### src/rtl/wb_port_arbiter.sv
// Two-requester round-robin arbiter for the register-file write port.
// Applies pipeline hold and zero-register write suppression; write stage is registered.
module wb_port_arbiter #(
   parameter int unsigned ADDR_W   = 5,
   parameter int unsigned DATA_W   = 64,
   parameter int unsigned ZERO_REG = 31
) (
   input  logic              clk,
   input  logic              reset,
   input  logic              hold,

   input  logic              req0_valid,
   input  logic [ADDR_W-1:0] req0_addr,
   input  logic [DATA_W-1:0] req0_data,
   output logic              req0_ready,

   input  logic              req1_valid,
   input  logic [ADDR_W-1:0] req1_addr,
   input  logic [DATA_W-1:0] req1_data,
   output logic              req1_ready,

   output logic              wr_en,
   output logic [ADDR_W-1:0] wr_addr,
   output logic [DATA_W-1:0] wr_data,
   output logic [1:0]        grant,
   output logic              prio
);

   localparam logic [ADDR_W-1:0] ZeroAddr = ADDR_W'(ZERO_REG);

   logic              prio_q, prio_d;
   logic              wr_en_q, wr_en_d;
   logic [ADDR_W-1:0] wr_addr_q, wr_addr_d;
   logic [DATA_W-1:0] wr_data_q, wr_data_d;
   logic [1:0]        grant_q, grant_d;

   logic              xfer0, xfer1;

   // Ready depends only on valids, hold, reset and the priority pointer.
   always_comb begin
      req0_ready = 1'b0;
      req1_ready = 1'b0;
      if (!reset && !hold) begin
         if (req0_valid && req1_valid) begin
            req0_ready = ~prio_q;
            req1_ready = prio_q;
         end else begin
            req0_ready = req0_valid;
            req1_ready = req1_valid;
         end
      end
   end

   assign xfer0 = req0_valid && req0_ready;
   assign xfer1 = req1_valid && req1_ready;

   always_comb begin
      prio_d    = prio_q;
      wr_en_d   = 1'b0;
      grant_d   = 2'b00;
      wr_addr_d = wr_addr_q;
      wr_data_d = wr_data_q;
      if (xfer0) begin
         prio_d    = 1'b1;
         grant_d   = 2'b01;
         wr_addr_d = req0_addr;
         wr_data_d = req0_data;
         wr_en_d   = (req0_addr != ZeroAddr);
      end else if (xfer1) begin
         prio_d    = 1'b0;
         grant_d   = 2'b10;
         wr_addr_d = req1_addr;
         wr_data_d = req1_data;
         wr_en_d   = (req1_addr != ZeroAddr);
      end
   end

   always_ff @(posedge clk or posedge reset) begin
      if (reset) begin
         prio_q    <= 1'b0;
         wr_en_q   <= 1'b0;
         wr_addr_q <= '0;
         wr_data_q <= '0;
         grant_q   <= 2'b00;
      end else begin
         prio_q    <= prio_d;
         wr_en_q   <= wr_en_d;
         wr_addr_q <= wr_addr_d;
         wr_data_q <= wr_data_d;
         grant_q   <= grant_d;
      end
   end

   assign prio    = prio_q;
   assign wr_en   = wr_en_q;
   assign wr_addr = wr_addr_q;
   assign wr_data = wr_data_q;
   assign grant   = grant_q;

   a_ready_excl : assert property (@(posedge clk) disable iff (reset)
      !(req0_ready && req1_ready));
   a_grant_onehot : assert property (@(posedge clk) disable iff (reset)
      $onehot0(grant_q));
   a_en_implies_grant : assert property (@(posedge clk) disable iff (reset)
      wr_en_q |-> (grant_q != 2'b00));

endmodule
### config.mk
export PLATFORM = sky130hd
export DESIGN_NAME = wb_port_arbiter
export DESIGN_NICKNAME = d
export VERILOG_FILES = /design/src/rtl/wb_port_arbiter.sv
export SDC_FILE = /design/constraint.sdc
export NUM_CORES = 1
export LEC_CHECK = 0
export BUFFER_PORTS_ARGS = -buffer_cell sky130_fd_sc_hd__buf_2
export CAP_MARGIN = 20
export CORE_MARGIN = 1
export CORE_UTILIZATION = 43
export CTS_BUF_LIST = sky130_fd_sc_hd__clkbuf_8
export CTS_CLUSTER_SIZE = 12
export DETAILED_ROUTE_END_ITERATION = 8
export GPL_TIMING_DRIVEN = 0
export PLACE_DENSITY = 0.82
export SETUP_SLACK_MARGIN = 0.5
export SLEW_MARGIN = 10
export SYNTH_ARGS = -nofsm -noshare
export SYNTH_HDL_FRONTEND = slang
export SYNTH_SLANG_ARGS = --single-unit
### constraint.sdc
create_clock -name clk -period 2.5 [get_ports clk]
set_clock_uncertainty 0.05 [all_clocks]
set_input_delay 0.25 -clock clk [delete_from_list [all_inputs] [get_ports clk]]
set_output_delay 0.25 -clock clk [all_outputs]
set_load 0.005 [all_outputs]
# Yosys cells after proc, flatten, opt, wreduce, memory -nomap -nowiden
# Cells that the tools add are included.
# op_classes
eq_ne,2
n_mux,14
bitwise_logic,1
reduce_logical,7
# op_table
cell,n
two-way mux 64 bit,2
two-way mux 5 bit,2
"!= test 5 bit, second input constant",2
two-way mux 1 bit,8
logical AND 1 bit,4
two-way mux 2 bit,2
logical NOT 1 bit,2
nonzero test 2 bit,1
NOT 1 bit,1
# word_totals
regBits,73
inputBits,143
output_inout_bits,75
elab_cells,29

# Logic depth before layout (Yosys ltp)
# depth
word_depth,6
depth_mapped,5
ltp_nobuf,3

# Least setup slack after synthesis
# Ideal clock, no wire load.
# synth_timing
path_kind,reg-to-reg
start,"register prio_q, in the netlist prio"
end,"register wr_data_q[13], in the netlist wr_data[13]"
t_arrival_ps,1253
slack_ps,1071
path_stages_with_launch,6
n_path_buf,2
period_less_slack_ps,1429
cell_sequence,dfrtp_1 nand2b_1 and3_1 buf_6 buf_6 a221o_1
# synth_between
word_cells_on_any_way,9
# synth_rtl
item,line_no,text
"start, declared",31,"logic prio_q, prio_d;"
"start signal, assigned",86,prio_q <= prio_d;
two-way mux 1 bit,44,if (req0_valid && req1_valid) begin
two-way mux 1 bit,43,if (!reset && !hold) begin
named net req1_ready,20,"output logic req1_ready,"
logical AND 1 bit,55,assign xfer1 = req1_valid && req1_ready;
nonzero test 2 bit (no line),-,
"end signal, assigned",89,wr_data_q <= wr_data_d;
"end, declared",34,"logic [DATA_W-1:0] wr_data_q, wr_data_d;"
# The timed path passes the listed nets, and every way through them passes these cells.
# A chain may end at the register's enable or synchronous reset.

# Worst setup path in the final report
# layout_timing
start,"register prio_q, in the netlist prio"
end,output port req0_ready
# layout_between
elab_chain_len,3
# layout_rtl
item,line_no,text
NOT 1 bit,45,req0_ready = ~prio_q;
two-way mux 1 bit,44,
two-way mux 1 bit,43,
"end, declared",15,"output logic req0_ready,"
# No other way between the ends.

==> impl_metrics.py <==
metrics = {
    "worst_setup_path": {
        "regToRegSetupSlack_ps": 900,
        "timing.critical_path.to_type": "output pin",
        "r2r_start": "prio",
        "worstPathMaxFanout": 10,
        "startpoint_type": "flip-flop",
        "crit_slowest_cell": "sky130_fd_sc_hd__dfrtp_1",
        "crit-reg2reg-capture": "wr_data[1]",
        "critPathRequiredTime_ps": 2200,
        "crit_type": "reg2out",
        "cpLargestDelayFamily": "simple AND/OR/NAND/NOR gates",
        "max_stage_delay_ps": 410,
        "cp_num_buf_inv": 2,
        "worstPathCellList": "nand2_1 -> clkbuf_2 -> and2_1 -> buf_2",
        "worst_path_arrival_time_ps": 1560,
        "reg2reg_depth": 4,
    },
    "floorplan": {
        "num_rows": 31,
        "chipWidth_um": 89.58,
        "core_area_sq_um": 7331,
        "floorplan.io_pins": 218,
        "die_area_sq_um": 8025,
        "floorplan.die.height_um": 89.58,
        "initial_core_util": 0.4499,
    },
    "clock_network": {
        "cts_inserted_buffers": 9,
        "cts.hold.buffers_added": 0,
        "cts_setup_buffers": 0,
        "clockBufferDepth": 2,
        "clock_tree.htree_level_count": 3,
        "clk_pin_slew_worst_paths_ps": 80,
        "clock_insertion_delay_worst_skew_ps": 340,
        "cts_tree": "yes",
        "cts_num_sinks": 73,
        "post_cts_resized": 1,
        "cts.root.buffer_cell": "sky130_fd_sc_hd__clkbuf_8",
    },
    "sta": {
        "max_clock_freq_ghz": 0.5378,
        "fin_hold_ws_ps": 38.29,
        "final_period_utilization": 0.7437,
        "final_number_of_hold_violating_endpoints": 0,
        "setup_viol": 0,
        "period_minus_slack_ps": 1859,
        "grt_setup_unrepaired": "no",
        "maxSlewHeadroom": 0.4826,
        "report.final.slew_viol_count": 0,
        "tns_ps": 0,
        "least_margin_pin_slew_ps": 774.4,
    },
    "layout": {
        "n_antenna_cell": 0,
        "post_route_cells_drive_above_1_share": 0.5224,
        "nNetsFinal": 628,
        "syn2layout_area_growth_pct": 43.40,
    },
    "grt": {
        "grt_overflow": 0,
        "grt_first_pass_wirelength_um": 14460,
        "via_count_of_the_first_global_routing_pass": 3053,
        "global_route.usage.total": 0.2399,
        "grt_max_degree": 40,
        "number_of_antenna_violations_at_the_first_check_in_global_routing": 0,
    },
    "yosys": {
        "synth.top_cell.area_share": 0.5539,
        "ys_async_sr_fraction": 1.000,
        "synth.cells.most_frequent": "sky130_fd_sc_hd__and3_1 (73), sky130_fd_sc_hd__dfrtp_1 (73), sky130_fd_sc_hd__a221o_1 (69)",
        "netlist_cell_types": 17,
        "synth_area_leaders": "sky130_fd_sc_hd__dfrtp_1 (55%), sky130_fd_sc_hd__a221o_1 (21%), sky130_fd_sc_hd__and3_1 (14%)",
        "synth-xor-area-share": 0,
        "ys_seq_area_frac": 0.5539,
        "synth_warnings": 0,
        "mappedNetlistArea_sq_um": 3298,
        "yosys_most_used_dff": "sky130_fd_sc_hd__dfrtp_1",
        "synth-compound-area-share": 0.2178,
        "register_bit_total_from_synthesis": 73,
        "post_synth_fa_ha_maj_area_fraction": 0,
        "postSynthNetCount": 399,
        "yosysTopAreaCell": "sky130_fd_sc_hd__dfrtp_1",
        "yosys.area_share.simple": 0.1567,
        "count_of_flip_flops_with_a_built_in_enable_after_synthesis": 0,
        "synth_top_family_by_area": "compound AO/OA/AOI/OAI gates",
        "synthesis.area_per_instance_sq_um": 12.88,
        "post_synth_inst_count": 256,
        "synth.mux.area_fraction": 0,
    },
    "pwr": {
        "max-vdd-ir-drop_uv": 348.7,
        "pwr_density_cell_nw_per_um2": 687.0,
        "power_leakage_nw": 2.721,
    },
    "drt": {
        "first_pass_iters": 4,
        "routed-via-count": 3250,
        "detail_route.vias_per_cell": 5.518,
        "route.detailed.wl_per_inst_um": 16.95,
        "detailedRoute.firstIterationViolations": 141,
        "drc_errors": 0,
        "antenna_violating_nets_post_route": 0,
        "detailed_route_wire_length_um": 9984,
    },
    "placed_design": {
        "io_buffer_count": 217,
        "globalplace.congestion": 0.7739,
        "dpl_wire_length_um": 7546,
    },
    "worst_hold_path": {
        "hold_path_class": "in2async",
    },
    "job": {
        "timing.max_cap.violations": 0,
    },
    "outcome": {
        "outcome": "finished clean",
    },
}
## sequential cells by signal (all words and copies together) (netlist names)
name / cells
wr_data: 64
wr_addr: 5
grant: 2
prio: 1
wr_en: 1
## worst max-delay path by stage
stage	start	endpoint	slack, ps	depth (start not counted)
floorplan	prio	wr_data[13]	1070	5
global placement	reset	req0_ready	780	5
detailed placement	reset	req0_ready	790	5
CTS	prio	req0_ready	590	4
global route	prio	req0_ready	500	4
finish	prio	req0_ready	640	4
## layout make-up
type                       instances  area (sq um)
tap                               99         123.9
buffer                            29         234.0
fill                             607          2601
clock inverter                     6         58.81
sequential                        73          1827
inverter                           1         7.507
timing repair buffer             218          1106
multi-input combinational        153          1235
clock buffer                      10         137.6
## kinds of logic after synthesis
| logic type | after synthesis |
|---|---|
| buf+inv | 30 |
| compound gates | 72 |
| simple gates | 81 |
| flops | 73 |
## cell usage in the layout (no fill, tap or decap), drive strengths merged
cell	synthesis	layout
a221o	69	69
a22o	1	1
and2	2	2
and3	73	73
buf	17	235
bufinv	0	1
clkbuf	12	22
clkinv	0	2
clkinvlp	0	3
dfrtp	73	73
inv	1	1
nand2	1	1
nand2b	1	1
nand3	2	2
nor2	1	1
nor3b	1	1
o21ai	1	1
o32a	1	1
## stage by stage
step	utilization	area, sq um	cells	power [mW]	setup WS (ps)
2_1_floorplan	-	3302	256	1.911	1071
3_3_place_gp	0.6155	4512	572	2.321	779.0
3_5_place_dp	0.6182	4532	573	2.356	788.6
4_1_cts	0.6452	4730	589	3.270	590.6
5_1_grt	0.6452	4730	589	3.427	500.5
6_report	0.6452	4730	589	3.249	640.7
## power by group
group	internal (mW)	total (mW)	switching, mW
Combinational	0.461	0.803	0.342
Sequential	1.40	1.53	0.127
Clock	0.481	0.914	0.433
Total	2.35	3.25	0.902
## per-layer routing
metal | share of wire | global-route usage | wire length, um
met1 | 0.39 | 0.2800 | 3896
met2 | 0.52 | 0.4236 | 5143
met3 | 0.080 | 0.05850 | 802
met4 | 0.014 | 0.09668 | 141
met5 | 0 | 0 | 0
Power figures use the tool's default switching activity.
